==> src/rtl/fifo_pkg.sv <==
// fifo_pkg: shared Gray/binary helpers and defaults for both FIFO pointer controllers
package fifo_pkg;
  localparam int FIFO_ADDR_WIDTH = 4;
  localparam int MAX_WIDTH = 32;
  function automatic logic [MAX_WIDTH-1:0] bin2gray(input logic [MAX_WIDTH-1:0] b);
    return b ^ (b >> 1);
  endfunction
  function automatic logic [MAX_WIDTH-1:0] gray2bin(input logic [MAX_WIDTH-1:0] g);
    logic [MAX_WIDTH-1:0] b;
    b[MAX_WIDTH-1] = g[MAX_WIDTH-1];
    for (int i = MAX_WIDTH - 2; i >= 0; i--) b[i] = b[i+1] ^ g[i];
    return b;
  endfunction
endpackage

==> src/rtl/gray_to_bin.sv <==
// gray_to_bin: combinational Gray-to-binary conversion of a synchronized pointer
module gray_to_bin
  import fifo_pkg::*;
#(
  parameter int WIDTH = FIFO_ADDR_WIDTH + 1
) (
  input  logic [WIDTH-1:0] gray,
  output logic [WIDTH-1:0] bin
);
  assign bin = WIDTH'(gray2bin(MAX_WIDTH'(gray)));
endmodule

==> src/rtl/fifo_rd_ctrl.sv <==
// fifo_rd_ctrl: read-domain pointer, empty/almost_empty, level and underflow control of the async FIFO
module fifo_rd_ctrl
  import fifo_pkg::*;
#(
  parameter int ADDR_WIDTH = FIFO_ADDR_WIDTH,
  parameter int ALMOST_EMPTY_THRESH = 2
) (
  input  logic                  clk_rcv,
  input  logic                  reset_n,
  input  logic                  rd_en,
  input  logic [ADDR_WIDTH:0]   wptr_gray_sync,
  output logic [ADDR_WIDTH-1:0] rd_addr,
  output logic [ADDR_WIDTH:0]   rptr_gray,
  output logic                  empty,
  output logic                  almost_empty,
  output logic [ADDR_WIDTH:0]   rd_level,
  output logic                  underflow
);
  localparam int PW = ADDR_WIDTH + 1;
  logic [PW-1:0] rbin, rbin_next, rgray_next, wbin_sync, level_next;
  logic rd_fire;
  gray_to_bin #(.WIDTH(PW)) u_gray_to_bin (.gray(wptr_gray_sync), .bin(wbin_sync));
  always_comb begin
    rd_fire = rd_en & ~empty;
    rbin_next = rbin + PW'(rd_fire);
    rgray_next = PW'(bin2gray(MAX_WIDTH'(rbin_next)));
    level_next = wbin_sync - rbin_next;
  end
  // empty compares against the post-read pointer so a read and a new write in one cycle net out
  always_ff @(posedge clk_rcv or negedge reset_n)
    if (!reset_n) begin
      rbin <= '0;
      rptr_gray <= '0;
      empty <= 1'b1;
      almost_empty <= 1'b1;
      rd_level <= '0;
      underflow <= 1'b0;
    end else begin
      rbin <= rbin_next;
      rptr_gray <= rgray_next;
      empty <= rgray_next == wptr_gray_sync;
      almost_empty <= level_next <= PW'(ALMOST_EMPTY_THRESH);
      rd_level <= level_next;
      underflow <= underflow | (rd_en & empty);
    end
  assign rd_addr = rbin[ADDR_WIDTH-1:0];
endmodule

==> config.mk <==
export PLATFORM = sky130hd
export DESIGN_NAME = fifo_rd_ctrl
export DESIGN_NICKNAME = d
export VERILOG_FILES = /design/src/rtl/fifo_pkg.sv /design/src/rtl/gray_to_bin.sv /design/src/rtl/fifo_rd_ctrl.sv
export SDC_FILE = /design/constraint.sdc
export NUM_CORES = 1
export LEC_CHECK = 0
export CELL_PAD_IN_SITES_DETAIL_PLACEMENT = 0
export CELL_PAD_IN_SITES_GLOBAL_PLACEMENT = 1
export CORE_UTILIZATION = 39
export CTS_CLUSTER_DIAMETER = 50
export DETAILED_ROUTE_END_ITERATION = 7
export PLACE_DENSITY_LB_ADDON = 0.1
export SYNTH_ARGS = -nofsm -noshare
export SYNTH_HDL_FRONTEND = slang
export SYNTH_SLANG_ARGS = --single-unit
export TNS_END_PERCENT = 5
==> constraint.sdc <==
create_clock -name clk_rcv -period 4.1 [get_ports clk_rcv]
set_clock_uncertainty 0.1 [all_clocks]
set_input_delay 0.41 -clock clk_rcv [delete_from_list [all_inputs] [get_ports clk_rcv]]
set_output_delay 0.41 -clock clk_rcv [all_outputs]
set_load 0.01 [all_outputs]
# [Word level (Yosys, flattened, before mapping)]
# Cells that the tools add are included.
[word_totals] regBits=18 latch_bits=0 ramBits=0 mem_bits_ro=0 inputBits=8 output_inout_bits=17 word_cells=19 n_memories=0
[classes] n_addsub=2 n_mul=0 div_mod_pow=0 magnitude_cmp=1 n_eq_ne=1 shift=0 mux=0 bitwise=9 n_reduce_logical=0
[ops] operator="$add 5x1->5" n=1
[ops] operator="$eq 5x5->1" n=1
[ops] operator="$le 5x2->1 const B" n=1
[ops] operator="$sub 5x5->5" n=1
[ops] operator="$xor 5x4->5" n=1
[ops] operator="$xor 1x1->1" n=4
[ops] operator="$and 1x1->1" n=2
[ops] operator="$not 1->1" n=1
[ops] operator="$or 1x1->1" n=1

# [Depth between registers and ports, before layout]
# Gate-level depths: netlist of run 1.
[logic_depth] word_depth=6 ltp_mapped=9 ltp_nobuf=9

# [Modules after synthesis]
# From an unflattened synthesis of run 1, not the netlist that was laid out.
[hier_totals] cells_unflattened=82 hier_area_um2=988.4
[by_module_without_submodules] module="fifo_rd_ctrl" n_inst=1 cells_per_inst=76 area_per_inst_um2=915.9 seq_area_each_um2=427.9
[by_module_without_submodules] module="gray_to_bin" n_inst=1 cells_per_inst=6 area_per_inst_um2=72.6 seq_area_each_um2=0.0

# [Least setup slack after synthesis of run 1]
# OpenSTA, ideal clock, no wires.
[synth_timing] path_kind="input port to flip-flop" startpoint="input wptr_gray_sync[4]" endpoint="register almost_empty" setup_ps=105 arrival_ps=2509 required_ps=3895 path_slack_ps=1387 cell_stages=9 path_buffers=0 path_cell_list="xor3_2 -> xor2_1 -> xnor2_1 -> ha_1 -> inv_1 -> fa_1 -> a31oi_1 -> xnor2_1 -> a2111oi_2"
[synth_between] elab_chain_len=6
[synth_rtl] element="start: declaration" line="fifo_rd_ctrl.sv:11" rtl="input logic [ADDR_WIDTH:0] wptr_gray_sync,"
[synth_rtl] element="$xor 1x1->1 (4 in a row)" line="fifo_pkg.sv:11" rtl="for (int i = MAX_WIDTH - 2; i >= 0; i--) b[i] = b[i+1] ^ g[i];"
[synth_rtl] element="$sub 5x5->5 *" line="fifo_rd_ctrl.sv:27" rtl="level_next = wbin_sync - rbin_next;"
[synth_rtl] element="named net level_next[4]" line="fifo_rd_ctrl.sv:20" rtl="logic [PW-1:0] rbin, rbin_next, rgray_next, wbin_sync, level_next;"
[synth_rtl] element="$le 5x2->1 *" line="fifo_rd_ctrl.sv:42" rtl="almost_empty <= level_next <= PW'(ALMOST_EMPTY_THRESH);"
[synth_rtl] element="end signal: assignment" line="fifo_rd_ctrl.sv:42"
[synth_rtl] element="end: declaration" line="fifo_rd_ctrl.sv:15" rtl="output logic almost_empty,"
# Mark *: on every way through the listed nets, which the timed path passes. The rest lies on a longest branch.

# [Worst setup path in the final report of run 1]
# Same ends and word-level chain as after synthesis.

==> flow_metrics.tcl, run 1 <==
set metrics [dict create \
    grtUsageMet1 0.196 \
    start_util 0.410 \
    grt_antenna_before_repair 0 \
    grt_use_met3 0.0364 \
    synthDominantCellAreaShare 0.414 \
    yosysWarnings 0 \
    p_leak_nw 0.528 \
    slew_headroom 0.504 \
    hpwl_um 1280 \
    fmax_ghz 0.319 \
    final_nets 113 \
    drive_gt1_frac 0.0825 \
    crit_type "input pin to flop" \
    synth_top_area_cell "dfrtp_1" \
    die_area_um2 2520 \
    grt-busiest-layer "met2" \
    drt.antenna.violating_nets 0 \
    final.min_clock_period_ns 3.13 \
    critPathRequiredTime_ns 4.19 \
    yosysSeqAreaShare 0.472 \
    synth_cells 71 \
    cts.sinks 17 \
    grt_pass1_wl_um 2680 \
    drtPass1Iterations 4 \
    cts.path.max_buffers 2 \
    track_usage 0.149 \
    std_cell_rows 17 \
    cts_buffers 3 \
    min_period_over_period 0.764 \
    hold_class "flop to flop" \
    core-area_um2 2210 \
    setup-tns-final_ns 0 \
    power.density_nw_per_um2 938 \
    die_w_um 50.2 \
    final_core_util 0.540 \
    met2_usage 0.227 \
    grt_overflow_total 0 \
    place.gp.congestion 0.715 \
    ys_seq_elements 17 \
    wirelength_um 1600 \
    cap_viol_max_count 0 \
    r2r_setup_slack_ns 1.46 \
    die_y_um 50.2 \
    drc 0 \
    cts_tree "yes" \
    syn_nets 86 \
    synth_area_um2 907 \
    routed_via_density 4.83 \
    root_buffer "clkbuf_4" \
    slew_viol_final 0 \
    arrival_ns 3.22 \
    postLayoutSetupSlackWorst_ns 0.969 \
    hold_viol 0 \
    cts_resized 0 \
    wire_per_inst_um 12.8 \
    setup_viol 0 \
    post-place-ws_ns 0.657 \
    critPathCaptureType "flop" \
    yosys-top-cells-area "dfrtp_1 41%, xnor2_1 14%, ha_1 8.3%, dfstp_2 5.8%, xor2_1 5.8%" \
    ios 25 \
    startpoint_type "input pin" \
    vias 604 \
    area_growth_pct 31.7 \
    grt_max_degree 18 \
    clk_pin_slew_ns 0.10 \
    io_buffers 24 \
    antenna_cells 0 \
    rsz0062_at_grt "false" \
    cts_setup_buffers 0 \
    drt-initial-drc-count 9 \
    grt_pass1_vias 606 \
    worstPathMaxFanout 3 \
    layout.cells.non_filler 125 \
    synth_area_per_cell_um2 12.8 \
    fill_cells 199 \
    ir_worst_vdd_mv 0.433 \
    ys_types 21 \
    clk_latency_ns 0.29 \
    htree_levels 1 \
    status "finished clean" \
    hold_buffers 0 \
    dp_cells 121 \
    tightest_slew_ns 0.742 \
]
-- layout make-up --
type,count,area [um^2],share of cell area
well taps,28,35.0,0.0293
repair buffers,24,240,0.201
inverters,6,22.5,0.0188
clock buffers,3,22.5,0.0188
flip-flops and latches,17,428,0.358
clock inverters,1,5.00,0.00419
multi-input cells,46,442,0.370
-- final timing paths --
| path | start | end | cells after the start |
|---|---|---|---|
| max in group asynchronous | reset_n | rbin[3] | 1 |
| worst max-delay path | wptr_gray_sync[4] | almost_empty | 10 |
| worst min-delay path | underflow | underflow | 1 |
| min in group asynchronous | reset_n | rbin[1] | 1 |
| worst max register to register | empty | almost_empty | 9 |
| worst min register to register | underflow | underflow | 1 |
-- report_power, final --
part	switching, mW	total [mW]	leakage [nW]	internal, mW
sequential	0.0593	0.324	0.196	0.265
clock	0.0503	0.0865	0.0177	0.0362
combinational	0.330	0.710	0.314	0.380
-- state kept, by name, indices dropped and copies added, names as in the netlist --
| name | count |
|---|---|
| rbin | 5 |
| rd_level | 5 |
| rptr_gray | 4 |
| almost_empty | 1 |
| empty | 1 |
| underflow | 1 |
-- per-layer routing --
layer  share of wire  wire [um]
met1            0.48        764
met2            0.49        779
met3           0.028         45
met4          0.0087         14
met5               0          0
-- synthesized netlist by cell type (all sizes together) --
library cell  instances
a2111oi               1
a21o                  3
a21oi                 2
a311oi                1
a31oi                 1
and3b                 1
and4b                 1
buf                   2
dfrtp                15
dfstp                 2
fa                    1
ha                    6
inv                   6
nand2                 1
nand3                 2
nand4                 1
nor2b                 2
xnor2                15
xor2                  6
xor3                  2
-- stage by stage --
step,cell area [um^2],power [mW],hold slack (ns)
after global placement,1170,1.04,0.339
after detailed placement,1170,1.05,0.348
after floorplan,907,0.800,0.0144
after CTS,1190,1.14,0.370
final,1190,1.12,0.362
after global routing,1190,1.22,0.400
-- worst max-delay path, cell delays in order --
cell             delay, ns
clkdlybuf4s50_1       0.54
xor3_2                0.50
xor2_1                0.31
xnor2_1               0.16
ha_1                  0.17
inv_1                 0.06
fa_1                  0.39
a31oi_1               0.21
xnor2_1               0.12
a2111oi_2             0.35
-- cells by family (layout without fill, tap and decap cells) --
kind of cell    after synthesis  in the layout  synth area share
xor+xnor                     23             23             0.257
flops                        17             17             0.472
compound gates                8              8            0.0690
simple gates                  8              8            0.0566
buf+inv                       8             34            0.0414
fa+ha+maj                     7              7             0.105
-- placed cells by master, fill, tap and decap left out, drive strengths merged, types with 2 or more instances in the layout --
cell type,Yosys,final
clkdlybuf4s50,0,24
xnor2,15,15
dfrtp,15,15
inv,6,6
xor2,6,6
ha,6,6
a21o,3,3
clkbuf,0,3
nor2b,2,2
nand3,2,2
a21oi,2,2
dfstp,2,2
xor3,2,2
Power figures use the tool's default switching activity.
==> inputs of run 2 (changes only) <==
--- a/config.mk
+++ b/config.mk
@@ -7,7 +7,7 @@
 export LEC_CHECK = 0
 export CELL_PAD_IN_SITES_DETAIL_PLACEMENT = 0
 export CELL_PAD_IN_SITES_GLOBAL_PLACEMENT = 1
-export CORE_UTILIZATION = 39
+export CORE_UTILIZATION = 36
 export CTS_CLUSTER_DIAMETER = 50
 export DETAILED_ROUTE_END_ITERATION = 7
 export PLACE_DENSITY_LB_ADDON = 0.1
==> constraint.sdc (replaced) <==
create_clock -name clk_rcv -period 3.1 [get_ports clk_rcv]
set_clock_uncertainty 0.1 [all_clocks]
set_input_delay 0.31 -clock clk_rcv [delete_from_list [all_inputs] [get_ports clk_rcv]]
set_output_delay 0.31 -clock clk_rcv [all_outputs]
set_load 0.01 [all_outputs]
==> run 2 against run 1 <==
  * Sequential power increased by 31%
  * Largest power group unchanged
  * Largest cell class unchanged
  * Hold slack gained 0.0036 ns
  * Highest routed layer unchanged
  * Total power rose by 36%
  * Critical path type unchanged
  * Critical path depth stayed put
==> flow_metrics.tcl, run 2 (synthesized netlist as in run 1, its figures left out) <==
set metrics [dict create \
    ios 25 \
    cap_viol_max_count 0 \
    die_w_um 52.2 \
    die_y_um 52.2 \
    post-place-ws_ns -0.00684 \
    ir_worst_vdd_mv 0.669 \
    final_common_cell "clkdlybuf4s50_1" \
    grt_max_degree 18 \
    grt_overflow_total 0 \
    path_buf_inv 2 \
    grt_antenna_before_repair 0 \
    rsz0062_at_grt "false" \
    grtUsageMet1 0.211 \
    clk_latency_ns 0.28 \
    hold_buffers 0 \
    fmax_ghz 0.356 \
    cp_slowest_stage_delay_ns 0.48 \
    grt_use_met3 0.0261 \
    drt-initial-drc-count 7 \
    critPathCaptureType "flop" \
    power.density_nw_per_um2 1230 \
    reg_top3 "rbin: 5 flops, rd_level: 5 flops, rptr_gray: 4 flops" \
    hold_viol 0 \
    track_usage 0.148 \
    routed_via_density 4.60 \
    root_buffer "clkbuf_4" \
    tightest_slew_ns 0.767 \
    slew_viol_final 0 \
    htree_levels 1 \
    r2r_setup_slack_ns 0.57 \
    place.gp.congestion 0.715 \
    dp_cells 127 \
    vias 602 \
    cpMaxStageDelayCell "clkdlybuf4s50_1" \
    cts_resized 0 \
    area_growth_pct 36.6 \
    std_cell_rows 17 \
    clk_pin_slew_ns 0.10 \
    drt.antenna.violating_nets 0 \
    start_util 0.395 \
    cp_top_family "XOR/XNOR gates" \
    min_period_over_period 0.907 \
    antenna_cells 0 \
    layout_common_cells "24 x clkdlybuf4s50_1, 15 x xnor2_1, 15 x dfrtp_1" \
    core-area_um2 2300 \
    crit_type "input pin to flop" \
    final_nets 119 \
    grt_pass1_vias 590 \
    wirelength_um 1640 \
    postLayoutSetupSlackWorst_ns 0.289 \
    cts.path.max_buffers 2 \
    io_buffers 24 \
    cts_setup_buffers 0 \
    crit_top_cell "xnor2_1" \
    cts_tree "yes" \
    hpwl_um 1300 \
    power_mw 1.52 \
    path_cells "clkdlybuf4s50_1, xor3_2, xor2_1, xnor2_1, ha_1, inv_1, fa_1, a31oi_1, xnor2_1, a2111oi_2" \
    wire_per_inst_um 12.5 \
    startpoint_type "input pin" \
    hold_class "input pin to async pin" \
    cts.sinks 17 \
    setup_viol 0 \
    worstPathMaxFanout 2 \
    drtPass1Iterations 2 \
    layout.cells.non_filler 131 \
    critPathRequiredTime_ns 3.19 \
    drc 0 \
    p_leak_nw 0.554 \
    met2_usage 0.214 \
    arrival_ns 2.90 \
    status "finished clean" \
    slew_headroom 0.487 \
    drive_gt1_frac 0.126 \
    final.min_clock_period_ns 2.81 \
    grt_pass1_wl_um 2780 \
    cts_buffers 3 \
    die_area_um2 2720 \
    grt-busiest-layer "met2" \
]
-- run 2: routing by layer --
layer  up-vias  share of wire
met5         -              0
met4         0         0.0097
met3         2          0.034
li1        300              -
met2        11           0.46
met1       289           0.49
-- run 2: path summary, 6_finish.rpt --
check / start / to / cells past startpoint
setup / recovery: wptr_gray_sync[4] / almost_empty / 10
hold / removal: reset_n / rptr_gray[0] / 1
setup reg to reg: empty / almost_empty / 9
hold reg to reg: underflow / underflow / 1
max in group asynchronous: reset_n / rbin[4] / 1
min in group clk_rcv: underflow / underflow / 1
-- run 2: power by group --
part / switching [mW] / leakage [nW] / internal, mW
registers: 0.0747 / 0.196 / 0.350
logic: 0.447 / 0.343 / 0.531
clock network: 0.0682 / 0.0150 / 0.0499
-- run 2: worst register-to-register path, cell delays in order (launching register included) --
cell	delay (ns)
dfstp_2	0.55
nor2b_1	0.06
ha_1	0.25
nand3_1	0.12
xor2_1	0.23
ha_1	0.30
a21o_1	0.19
a31oi_1	0.17
xnor2_1	0.12
a2111oi_2	0.34
-- run 2: cell type report --
cell class / instances / area [um^2]
timing repair buffer: 30 / 285
inverter: 6 / 22.5
clock buffer: 4 / 26.3
tap: 28 / 35.0
fill: 209 / 1060
sequential: 17 / 428
multi-input combinational: 46 / 442
-- run 2: stage by stage --
| step | setup TNS, ns | utilization | hold slack [ns] | cell area (um^2) |
|---|---|---|---|---|
| floorplan | 0 | - | -0.0856 | 907 |
| global placement | 0 | 0.528 | 0.339 | 1210 |
| detailed placement | -0.00684 | 0.528 | 0.352 | 1210 |
| CTS | 0 | 0.539 | 0.374 | 1240 |
| global route | 0 | 0.539 | 0.407 | 1240 |
| finish | 0 | 0.539 | 0.366 | 1240 |
==> inputs of run 3 (changes only) <==
--- a/config.mk
+++ b/config.mk
@@ -5,12 +5,11 @@
 export SDC_FILE = /design/constraint.sdc
 export NUM_CORES = 1
 export LEC_CHECK = 0
-export CELL_PAD_IN_SITES_DETAIL_PLACEMENT = 0
-export CELL_PAD_IN_SITES_GLOBAL_PLACEMENT = 1
-export CORE_UTILIZATION = 36
+export ABC_CLOCK_PERIOD_IN_PS = 3100
+export CORE_UTILIZATION = 46
 export CTS_CLUSTER_DIAMETER = 50
 export DETAILED_ROUTE_END_ITERATION = 7
-export PLACE_DENSITY_LB_ADDON = 0.1
+export PLACE_DENSITY = 0.77
 export SYNTH_ARGS = -nofsm -noshare
 export SYNTH_HDL_FRONTEND = slang
 export SYNTH_SLANG_ARGS = --single-unit
==> run 3 against run 2 <==
  * Via count grew 3.5%
  * Sequential share of layout area increased by 0.28 points
  * Worst setup slack got worse by 0.053 ns
  * Clock power about the same
  * Hold slack worse by 0.022 ns
  * Cell count shrank 3.1%
  * Largest power group unchanged
  * Combinational power up 0.6%
  * First-iteration DRC count fell by 43%
  * Sequential power about the same
==> flow_metrics.tcl, run 3 (synthesized netlist as in run 1, its figures left out) <==
set metrics [dict create \
    final_nets 118 \
    grt_pass1_vias 610 \
    ios 25 \
    layout_common_cells "24 x clkdlybuf4s50_1, 15 x xnor2_1, 15 x dfrtp_1" \
    wire_per_inst_um 13.1 \
    fill_cells 130 \
    die_y_um 46.4 \
    cts_setup_buffers 0 \
    crit_start "wptr_gray_sync[4]" \
    cp-endpoint "almost_empty" \
    cpMaxStageDelayCell "clkdlybuf4s50_1" \
    drtPass1Iterations 4 \
    hold_class "input pin to async pin" \
    p_leak_nw 0.552 \
    crit_top_cell "xnor2_1" \
    area_growth_pct 35.4 \
    ir_worst_vdd_mv 0.823 \
    critPathRequiredTime_ns 3.20 \
    grt_overflow_total 0 \
    status "finished clean" \
    final_core_util 0.689 \
    cp_slowest_stage_delay_ns 0.48 \
    root_buffer "clkbuf_4" \
    r2r_start "empty" \
    tightest_slew_ns 0.738 \
    routed_via_density 4.91 \
    hold_ws_ns 0.344 \
    cap_viol_max_count 0 \
    fmax_ghz 0.349 \
    setup_viol 0 \
    core-area_um2 1780 \
    reg_top3 "rbin: 5 flops, rd_level: 5 flops, rptr_gray: 4 flops" \
    slew_viol_final 0 \
    start_util 0.509 \
    power_mw 1.53 \
    dp_cells 123 \
    slew_headroom 0.506 \
    die_w_um 46.4 \
    hold_viol 0 \
    r2r_end "almost_empty" \
    place.gp.congestion 0.763 \
    worstPathMaxFanout 3 \
    drc 0 \
    cts.sinks 17 \
    grt_pass1_wl_um 2700 \
    drt-initial-drc-count 4 \
    die_area_um2 2150 \
    startpoint_type "input pin" \
    io_buffers 24 \
    final.min_clock_period_ns 2.86 \
    rsz0062_at_grt "false" \
    drt.antenna.violating_nets 0 \
    hpwl_um 1370 \
    htree_levels 1 \
    r2r_setup_slack_ns 0.56 \
    antenna_cells 0 \
    hold_buffers 0 \
    cp_top_family "XOR/XNOR gates" \
    cts_tree "yes" \
    final_common_cell "clkdlybuf4s50_1" \
    multi_input_area_um2 442 \
    std_cell_rows 15 \
    arrival_ns 2.96 \
    cts.path.max_buffers 2 \
    cts_buffers 3 \
    drive_gt1_frac 0.127 \
    clk_pin_slew_ns 0.10 \
    critical_path_depth 10 \
    track_usage 0.194 \
    crit_type "input pin to flop" \
    reg2regPathDepth 9 \
    vias 623 \
    path_cells "clkdlybuf4s50_1, xor3_2, xor2_1, xnor2_1, ha_1, inv_1, fa_1, a31oi_1, xnor2_1, a2111oi_2" \
    power.density_nw_per_um2 1240 \
    wirelength_um 1670 \
    layout.cells.non_filler 127 \
    grt_max_degree 18 \
    clk_latency_ns 0.29 \
    path_buf_inv 2 \
    grt_antenna_before_repair 0 \
    cts_resized 0 \
    regArea_um2 428 \
    min_period_over_period 0.924 \
    critPathCaptureType "flop" \
]
[run 3: final cells by class]
class,count,share of cell area
multi-input combinational,46,0.359
sequential,17,0.348
timing repair buffer,29,0.226
tap,25,0.0255
clock buffer,3,0.0183
inverter,6,0.0183
clock inverter,1,0.00407
[run 3: worst min-delay path by stage]
stage / startpoint / end / cells after the start
after floorplan: reset_n / rbin[0] / 0
after global placement: underflow / underflow / 1
after detailed placement: underflow / underflow / 1
after CTS: reset_n / rptr_gray[0] / 1
after global routing: underflow / underflow / 1
final: reset_n / rptr_gray[0] / 1
[run 3: through the flow]
| step | worst slack [ns] | area [um^2] | setup TNS [ns] |
|---|---|---|---|
| 6_report | 0.236 | 1230 | 0 |
| 5_1_grt | 0.0354 | 1230 | 0 |
| 4_1_cts | 0.216 | 1230 | 0 |
| 3_5_place_dp | -0.0968 | 1200 | -0.0968 |
| 3_3_place_gp | 0.0471 | 1200 | 0 |
| 2_1_floorplan | 0.487 | 907 | 0 |
[run 3: layer usage]
| metal | routed length, um | vias up | GRT usage |
|---|---|---|---|
| li1 | - | 298 | - |
| met1 | 694 | 300 | 0.226 |
| met2 | 863 | 20 | 0.303 |
| met3 | 67 | 5 | 0.0471 |
| met4 | 43 | 0 | 0.153 |
| met5 | 0 | - | 0 |
[run 3: worst reg2reg max path, delay by kind of cell, from the launching register on]
kind / cells / cell delay, ns
flops: 1 / 0.55
xor+xnor: 2 / 0.34
fa+ha+maj: 2 / 0.55
simple gates: 2 / 0.19
compound gates: 3 / 0.71
[run 3: report_power, final]
part	internal, mW	leakage [nW]	switching (mW)
logic	0.531	0.338	0.453
registers	0.350	0.196	0.0765
clock network	0.0481	0.0177	0.0702
